### config.mk
export PLATFORM = sky130hd
export DESIGN_NAME = e1_wb_tx_flat
export DESIGN_NICKNAME = d
export VERILOG_FILES = /design/src/rtl/e1_wb_tx_if.sv /design/src/rtl/e1_wb_tx.sv /design/src/flat_wrapper.sv
export SDC_FILE = /design/constraint.sdc
export NUM_CORES = 1
export LEC_CHECK = 0
export ABC_AREA = 1
export CAP_MARGIN = 30
export CORE_MARGIN = 2
export CORE_UTILIZATION = 57
export CTS_CLUSTER_DIAMETER = 50
export DETAILED_ROUTE_END_ITERATION = 12
export DONT_BUFFER_PORTS = 1
export HOLD_SLACK_MARGIN = 0.12
export PLACE_DENSITY = 0.74
export SYNTH_ARGS = -nofsm -noshare
export SYNTH_HDL_FRONTEND = slang
export SYNTH_SLANG_ARGS = --single-unit
export TNS_END_PERCENT = 20
### constraint.sdc
create_clock -name clk -period 2.77 [get_ports clk]
set_clock_uncertainty 0.1 [all_clocks]
set_input_delay 0.554 -clock clk [delete_from_list [all_inputs] [get_ports clk]]
set_output_delay 0.554 -clock clk [all_outputs]
set_load 0.01 [all_outputs]
### src/rtl/e1_wb_tx_if.sv
// Register-bus port of the E1 TX control block: select/decode, strobes and
// data in both directions.
`timescale 1ns/1ps
interface e1_wb_tx_if;
  logic        bus_addr_sel;
  logic        bus_addr_lsb;
  logic [15:0] bus_wdata;
  logic [15:0] bus_rdata;
  logic        bus_clr;
  logic        bus_we;

  modport master (
    output bus_addr_sel, bus_addr_lsb, bus_wdata, bus_clr, bus_we,
    input  bus_rdata
  );

  modport slave (
    input  bus_addr_sel, bus_addr_lsb, bus_wdata, bus_clr, bus_we,
    output bus_rdata
  );
endinterface

### src/rtl/e1_wb_tx.sv
// E1 transmit-side control block: control register, 4-deep "in" and "done"
// buffer-descriptor FIFOs, underflow latch and CRC E-bit source selection.
`timescale 1ns/1ps
module E1WbTxFifo #(
  parameter int W = 8
) (
  input  logic         clk,
  input  logic         rst_n,
  input  logic         push,
  input  logic         pop,
  input  logic [W-1:0] wdata,
  output logic [W-1:0] head,
  output logic         empty,
  output logic         full
);
  logic [W-1:0] mem_q [4];
  logic [1:0]   wrPtr_q, wrPtr_d;
  logic [1:0]   rdPtr_q, rdPtr_d;
  logic [2:0]   count_q, count_d;
  logic         doPush, doPop;

  assign empty  = (count_q == 3'd0);
  assign full   = (count_q == 3'd4);
  assign head   = mem_q[rdPtr_q];
  assign doPush = push & ~full;
  assign doPop  = pop & ~empty;

  always_comb begin
    wrPtr_d = wrPtr_q + {1'b0, doPush};
    rdPtr_d = rdPtr_q + {1'b0, doPop};
    count_d = count_q + {2'b00, doPush} - {2'b00, doPop};
  end

  always_ff @(posedge clk or negedge rst_n) begin
    if (!rst_n) begin
      wrPtr_q <= 2'd0;
      rdPtr_q <= 2'd0;
      count_q <= 3'd0;
      for (int i = 0; i < 4; i++) mem_q[i] <= '0;
    end else begin
      if (doPush) mem_q[wrPtr_q] <= wdata;
      wrPtr_q <= wrPtr_d;
      rdPtr_q <= rdPtr_d;
      count_q <= count_d;
    end
  end
endmodule

module e1_wb_tx #(
  parameter int MFW = 7
) (
  input  logic           clk,
  input  logic           rst_n,
  e1_wb_tx_if.slave      bus,
  output logic [MFW-1:0] bd_mf,
  output logic [1:0]     bd_crc_e,
  output logic           bd_valid,
  input  logic           bd_done,
  input  logic           bd_miss,
  output logic [1:0]     ctrl_mode,
  output logic           ctrl_alarm,
  output logic           core_rst_n,
  input  logic [1:0]     tx_crc_e_auto,
  output logic           tx_crc_e_ack,
  output logic           irq
);
  logic           ctrlWr_q, ctrlWr_d;
  logic           bdWr_q, bdWr_d;
  logic           bdRd_q, bdRd_d;
  logic           enable_q, enable_d;
  logic [1:0]     mode_q, mode_d;
  logic           alarm_q, alarm_d;
  logic           autoE_q, autoE_d;
  logic           underflow_q, underflow_d;
  logic           coreRstN_q;
  logic           inEmpty, inFull, outEmpty, outFull;
  logic [MFW+1:0] inHead;
  logic [MFW-1:0] outHead;
  logic           unusedWdata;

  assign unusedWdata = ^bus.bus_wdata;

  // Bus strobes; full/empty are sampled here so a dropped access never
  // reaches the FIFOs one cycle later.
  always_comb begin
    ctrlWr_d = bus.bus_addr_sel & ~bus.bus_addr_lsb & bus.bus_we & ~bus.bus_clr;
    bdWr_d   = bus.bus_addr_sel & bus.bus_addr_lsb & bus.bus_we & ~bus.bus_clr & ~inFull;
    bdRd_d   = bus.bus_addr_sel & bus.bus_addr_lsb & ~bus.bus_we & ~bus.bus_clr & ~outEmpty;
  end

  always_comb begin
    enable_d    = enable_q;
    mode_d      = mode_q;
    alarm_d     = alarm_q;
    autoE_d     = autoE_q;
    underflow_d = underflow_q;
    if (ctrlWr_q) begin
      enable_d = bus.bus_wdata[0];
      mode_d   = bus.bus_wdata[2:1];
      alarm_d  = bus.bus_wdata[4];
      autoE_d  = bus.bus_wdata[5];
      if (bus.bus_wdata[12]) underflow_d = 1'b0;
    end
    // A miss in the clearing cycle must not be lost.
    if (bd_miss) underflow_d = 1'b1;
  end

  always_ff @(posedge clk or negedge rst_n) begin
    if (!rst_n) begin
      ctrlWr_q    <= 1'b0;
      bdWr_q      <= 1'b0;
      bdRd_q      <= 1'b0;
      enable_q    <= 1'b0;
      mode_q      <= 2'b00;
      alarm_q     <= 1'b0;
      autoE_q     <= 1'b0;
      underflow_q <= 1'b0;
      coreRstN_q  <= 1'b0;
    end else begin
      ctrlWr_q    <= ctrlWr_d;
      bdWr_q      <= bdWr_d;
      bdRd_q      <= bdRd_d;
      enable_q    <= enable_d;
      mode_q      <= mode_d;
      alarm_q     <= alarm_d;
      autoE_q     <= autoE_d;
      underflow_q <= underflow_d;
      coreRstN_q  <= enable_q;
    end
  end

  E1WbTxFifo #(.W(MFW + 2)) inFifo (
    .clk   (clk),
    .rst_n (rst_n),
    .push  (bdWr_q),
    .pop   (bd_done),
    .wdata ({bus.bus_wdata[14:13], bus.bus_wdata[MFW-1:0]}),
    .head  (inHead),
    .empty (inEmpty),
    .full  (inFull)
  );

  // A completed descriptor is dropped when software has not drained the
  // done queue.
  E1WbTxFifo #(.W(MFW)) outFifo (
    .clk   (clk),
    .rst_n (rst_n),
    .push  (bd_done & ~inEmpty),
    .pop   (bdRd_q),
    .wdata (inHead[MFW-1:0]),
    .head  (outHead),
    .empty (outEmpty),
    .full  (outFull)
  );

  assign bd_mf        = inHead[MFW-1:0];
  assign bd_valid     = ~inEmpty;
  assign bd_crc_e     = autoE_q ? tx_crc_e_auto : inHead[MFW+1:MFW];
  assign tx_crc_e_ack = bd_done & autoE_q;
  assign ctrl_mode    = mode_q;
  assign ctrl_alarm   = alarm_q;
  assign core_rst_n   = coreRstN_q;
  assign irq          = ~outEmpty | underflow_q;

  always_comb begin
    bus.bus_rdata = 16'h0000;
    if (bus.bus_addr_sel) begin
      if (!bus.bus_addr_lsb)
        bus.bus_rdata = {3'b000, underflow_q, outFull, outEmpty, inFull, inEmpty,
                         6'b000000, autoE_q, enable_q};
      else
        bus.bus_rdata = {~outEmpty, 2'b00, {(13 - MFW){1'b0}},
                         outHead & {MFW{~outEmpty}}};
    end
  end
endmodule

### src/flat_wrapper.sv
// flat-port wrapper written by rule: the top's interface ports become plain ports
module e1_wb_tx_flat 
#(
  parameter int MFW = 7
)
  (clk, rst_n, bd_mf, bd_crc_e, bd_valid, bd_done, bd_miss, ctrl_mode, ctrl_alarm, core_rst_n, tx_crc_e_auto, tx_crc_e_ack, irq, bus_bus_addr_sel, bus_bus_addr_lsb, bus_bus_wdata, bus_bus_clr, bus_bus_we, bus_bus_rdata);
  e1_wb_tx_if bus_i ();
  input  logic clk;
  input  logic rst_n;
  output logic [MFW-1:0] bd_mf;
  output logic [1:0] bd_crc_e;
  output logic bd_valid;
  input  logic bd_done;
  input  logic bd_miss;
  output logic [1:0] ctrl_mode;
  output logic ctrl_alarm;
  output logic core_rst_n;
  input  logic [1:0] tx_crc_e_auto;
  output logic tx_crc_e_ack;
  output logic irq;
  input wire logic [$bits(bus_i.bus_addr_sel)-1:0] bus_bus_addr_sel;
  input wire logic [$bits(bus_i.bus_addr_lsb)-1:0] bus_bus_addr_lsb;
  input wire logic [$bits(bus_i.bus_wdata)-1:0] bus_bus_wdata;
  input wire logic [$bits(bus_i.bus_clr)-1:0] bus_bus_clr;
  input wire logic [$bits(bus_i.bus_we)-1:0] bus_bus_we;
  output wire logic [$bits(bus_i.bus_rdata)-1:0] bus_bus_rdata;
  assign bus_i.bus_addr_sel = bus_bus_addr_sel;
  assign bus_i.bus_addr_lsb = bus_bus_addr_lsb;
  assign bus_i.bus_wdata = bus_bus_wdata;
  assign bus_i.bus_clr = bus_bus_clr;
  assign bus_i.bus_we = bus_bus_we;
  assign bus_bus_rdata = bus_i.bus_rdata;
  e1_wb_tx #(.MFW(MFW)) u_core (.clk(clk), .rst_n(rst_n), .bus(bus_i), .bd_mf(bd_mf), .bd_crc_e(bd_crc_e), .bd_valid(bd_valid), .bd_done(bd_done), .bd_miss(bd_miss), .ctrl_mode(ctrl_mode), .ctrl_alarm(ctrl_alarm), .core_rst_n(core_rst_n), .tx_crc_e_auto(tx_crc_e_auto), .tx_crc_e_ack(tx_crc_e_ack), .irq(irq));
endmodule
==> run_results.csv <==
group,metric,value,unit
setup_path,reg2reg_depth,12,
setup_path,endpoint_kind,"output port",
place,port-buffer-count,0,
place,finalWeightedCongestion,0.856,
layout,n_fill_cell,672,
global_routing,maximum_number_of_pins_on_one_net_before_global_route_repair,89,
sta,grt_setup_unrepaired,"false",
logic_synthesis,synthMuxAreaShare,1.04,%
sta,timing.final.crit_period,2.53,ns
global_routing,track_usage,25.0,%
setup_path,critical_path.cell_chain,"inv_1, nand3_1, inv_1, nor2_1, inv_1, a21oi_1",
logic_synthesis,synth.yosys.seq_area_share,51.0,%
floorplan,num_rows,31,
route,first_iter_violations,227,
logic_synthesis,yosysWarnings,0,
floorplan,floorplan.core_area,7290,um2
cts,cts_setup_buffers,0,
cts,cts.root.buffer_cell,"sky130_fd_sc_hd__clkbuf_8",
floorplan,starting_density_of_the_core,59.2,%
logic_synthesis,complex_gate_fraction_of_the_synthesized_area,3.82,%
floorplan,die_area,8290,um2
logic_synthesis,ys_async_sr_fraction,100,%
setup_path,reg2reg_setup_slack,0.49,ns
logic_synthesis,synth_simple_gate_area_share,32.7,%
cts,tritoncts_clock_tree,"built",
global_routing,globalRouteOverflowTotal,0,
setup_path,critical_path.max_fanout,6,
min_path,worst_hold_path_type,"in -> reg",
setup_path,timing.setup.critical_path_class,"reg -> out",
sta,slew-limit-headroom,64.9,%
layout,post_route_cells_drive_above_1_share,7.82,%
layout,post-route-cell-area,4620,um2
layout,synthToLayoutAreaGrowth,6.86,%
sta,timing.final.max_slew_violations,0,
setup_path,max_stage_delay,0.40,ns
global_routing,first_global_vias,3509,
logic_synthesis,yosys.area_share.adder,2.09,%
logic_synthesis,synthDominantCellAreaShare,51.0,%
outcome,run_status,"finished clean",
cts,cts.sinks,88,
global_routing,grt_first_pass_wirelength,16700,um
floorplan,num_io_pins,58,
logic_synthesis,syn_inst,547,
power,p_leak,2.47,nW
setup_path,timing.critical_path.required,2.12,ns
route,antenna_violating_nets_post_route,0,
sta,timing_worst_slew_pin_value,0.526,ns
route,detail_route.first_pass.iterations,4,
logic_synthesis,synth_enable_flop_cells,0,
sta,finalSetupViolCount,0,
logic_synthesis,synth-xor-area-share,1.42,%
setup_path,cp-startpoint,"u_core.outFifo.count_q[2]",
job,cap_viol_max_count,0,
logic_synthesis,yosys.cell_count.top_type,"sky130_fd_sc_hd__nand2_1",
logic_synthesis,synthesis.area,4320,um2
setup_path,worstReg2RegStart,"u_core.inFifo.count_q[1]",
layout,num_antenna_cells,0,
floorplan,die-height,91.1,um
setup_path,critical_path_arrival,1.87,ns
place,hpwl,6540,um
sta,final.setup.tns,0,ns
sta,fin_crit_sh,91.2,%
cts,tritoncts.num_buffers,9,
sta,final-hold-violation-count,0,
cts,cts.path.max_buffers,2,
route,post-route-drc-count,0,
route,detailroute.via_count,3508,
logic_synthesis,yosys_most_used_dff,"sky130_fd_sc_hd__dfrtp_1",
setup_path,critPathLaunchType,"flop",
sta,highest_clock_rate,0.396,GHz
floorplan,die_width,91.1,um
logic_synthesis,netlist.top_cell.by_area,"sky130_fd_sc_hd__dfrtp_1",
global_routing,number_of_antenna_violations_at_the_first_check_in_global_routing,0,
cts,clk_transition_reported_paths,0.09,ns
setup_path,r2r-end,"u_core.outFifo.count_q[2]",
route,route.detailed.wl_per_inst,15.1,um
setup_path,critPathCapture,"bus_bus_rdata[2]",
power,power.density,1180,nW/um2
logic_synthesis,main_combinational_cell_family_by_area_after_synthesis,"simple AND/OR/NAND/NOR gates",
logic_synthesis,synthDistinctLibCells,28,
setup_path,crit_slowest_cell,"sky130_fd_sc_hd__dfrtp_1",
layout,final_net_count,578,
route,met2_wirelength,4950,um
power,ir_drop,0.537,mV
route,finalWirelength,9810,um
route,routedLengthMet1,4210,um
place,detailed_place.area,4370,um2
cts,depth_of_the_cts_h_tree,3,
route,wl_met3,445,um
setup_path,critical_path.most_common_cell,"sky130_fd_sc_hd__inv_1",
route,drt-vias-per-instance,5.41,
logic_synthesis,postSynthAreaPerCell,7.90,um2
logic_synthesis,yosys_register_bits,88,
logic_synthesis,post_synth_most_frequent_cells,"194 x sky130_fd_sc_hd__nand2_1, 88 x sky130_fd_sc_hd__dfrtp_1, 79 x sky130_fd_sc_hd__nand3_1",
logic_synthesis,yosys-top-cells-area,"sky130_fd_sc_hd__dfrtp_1 51%, sky130_fd_sc_hd__nand2_1 17%, sky130_fd_sc_hd__nand3_1 9.2%",
route,maxUsedRoutingLayer,"met4",
layout,final_util,63.3,%
cts,clkLatencyLatePin,0.36,ns
==> cells by family (layout without fill, tap and decap cells) <==
kind of cell             Yosys count  in the layout
XOR/XNOR                           7              7
flip-flops                        88             88
buffers and inverters             81             82
AO/OA/AOI/OAI                     32             32
multiplexers                       4              4
other                              1              3
AND/OR/NAND/NOR                  328            328
adder cells (fa/ha/maj)            6              6
==> registers in the layout (all words and copies together) (netlist names), 2 cells and up <==
register	cells
u_core.ctrl_mode	2
u_core.inFifo.mem_q	36
u_core.outFifo.count_q	3
u_core.inFifo.count_q	3
u_core.inFifo.rdPtr_q	2
u_core.outFifo.rdPtr_q	2
u_core.outFifo.mem_q	28
u_core.outFifo.wrPtr_q	2
u_core.inFifo.wrPtr_q	2
==> report_power, final <==
group / switching [mW] / internal (mW) / total, mW
combinational: 1.50 / 0.689 / 2.19
sequential: 0.424 / 1.87 / 2.29
clock: 0.465 / 0.506 / 0.970
total: 2.39 / 3.06 / 5.45
==> critical path: cells and delay by family (launching register included) <==
family,cells,cell delay (ns)
compound gates,1,0.30
buf+inv,3,0.37
flops,1,0.40
simple gates,2,0.44
==> layout make-up <==
class	instances	area, um2	share of cell area [%]
Clock inverter	5	82.6	1.79
Inverter	61	229	4.96
Sequential cell	88	2200	47.7
Timing Repair Buffer	6	67.6	1.46
Multi-Input combinational cell	380	1780	38.6
Clock buffer	10	128	2.76
Tap cell	99	124	2.68
==> metal layers <==
layer / vias to the layer above / track usage (%)
met5: - / 0
met4: 0 / 9.85
met3: 16 / 3.98
met2: 89 / 42.8
met1: 1702 / 31.7
li1: 1701 / -
==> what timing repair did <==
| action | 4_1_cts | 5_1_grt |
|---|---|---|
| gates resized for setup | 0 | 0 |
| endpoints found under the hold margin | 88 | 0 |
| hold buffers | 2 | 0 |
==> worst min path at each step <==
| stage | slack [ns] | end | cells after the start | start |
|---|---|---|---|---|
| after global routing | 0.16 | u_core.bdRd_q | 1 | bus_bus_we |
| after global placement | 0.16 | u_core.outFifo.count_q[2] | 0 | rst_n |
| after CTS | 0.15 | u_core.bdRd_q | 1 | bus_bus_we |
| after floorplan | 0.16 | u_core.autoE_q | 0 | rst_n |
| final | 0.15 | u_core.bdRd_q | 1 | bus_bus_we |
| after detailed placement | 0.16 | u_core.outFifo.count_q[2] | 0 | rst_n |
==> per-stage QoR <==
| step | instances | setup WS [ns] | total power [mW] | hold WS (ns) |
|---|---|---|---|---|
| after global routing | 649 | 0.138 | 5.87 | 0.159 |
| final | 649 | 0.244 | 5.45 | 0.152 |
| after floorplan | 549 | 0.626 | 3.91 | 0.158 |
| after CTS | 649 | 0.204 | 5.44 | 0.145 |
| after detailed placement | 632 | 0.502 | 4.45 | 0.161 |
| after global placement | 632 | 0.589 | 4.34 | 0.161 |
==> cell usage in the layout, fill, tap and decap left out, drive strengths merged, types with 2 or more instances in the layout <==
| cell | n |
|---|---|
| bufinv | 2 |
| mux2 | 4 |
| nand4 | 4 |
| nor2 | 43 |
| nand2 | 198 |
| fa | 2 |
| ha | 4 |
| clkbuf | 10 |
| xnor2 | 2 |
| clkinv | 3 |
| a21oi | 6 |
| conb | 3 |
| o21ai | 24 |
| nand3 | 80 |
| buf | 5 |
| dfrtp | 88 |
| o211ai | 2 |
| xor2 | 5 |
| inv | 61 |
(Power assumes the default switching activity.)
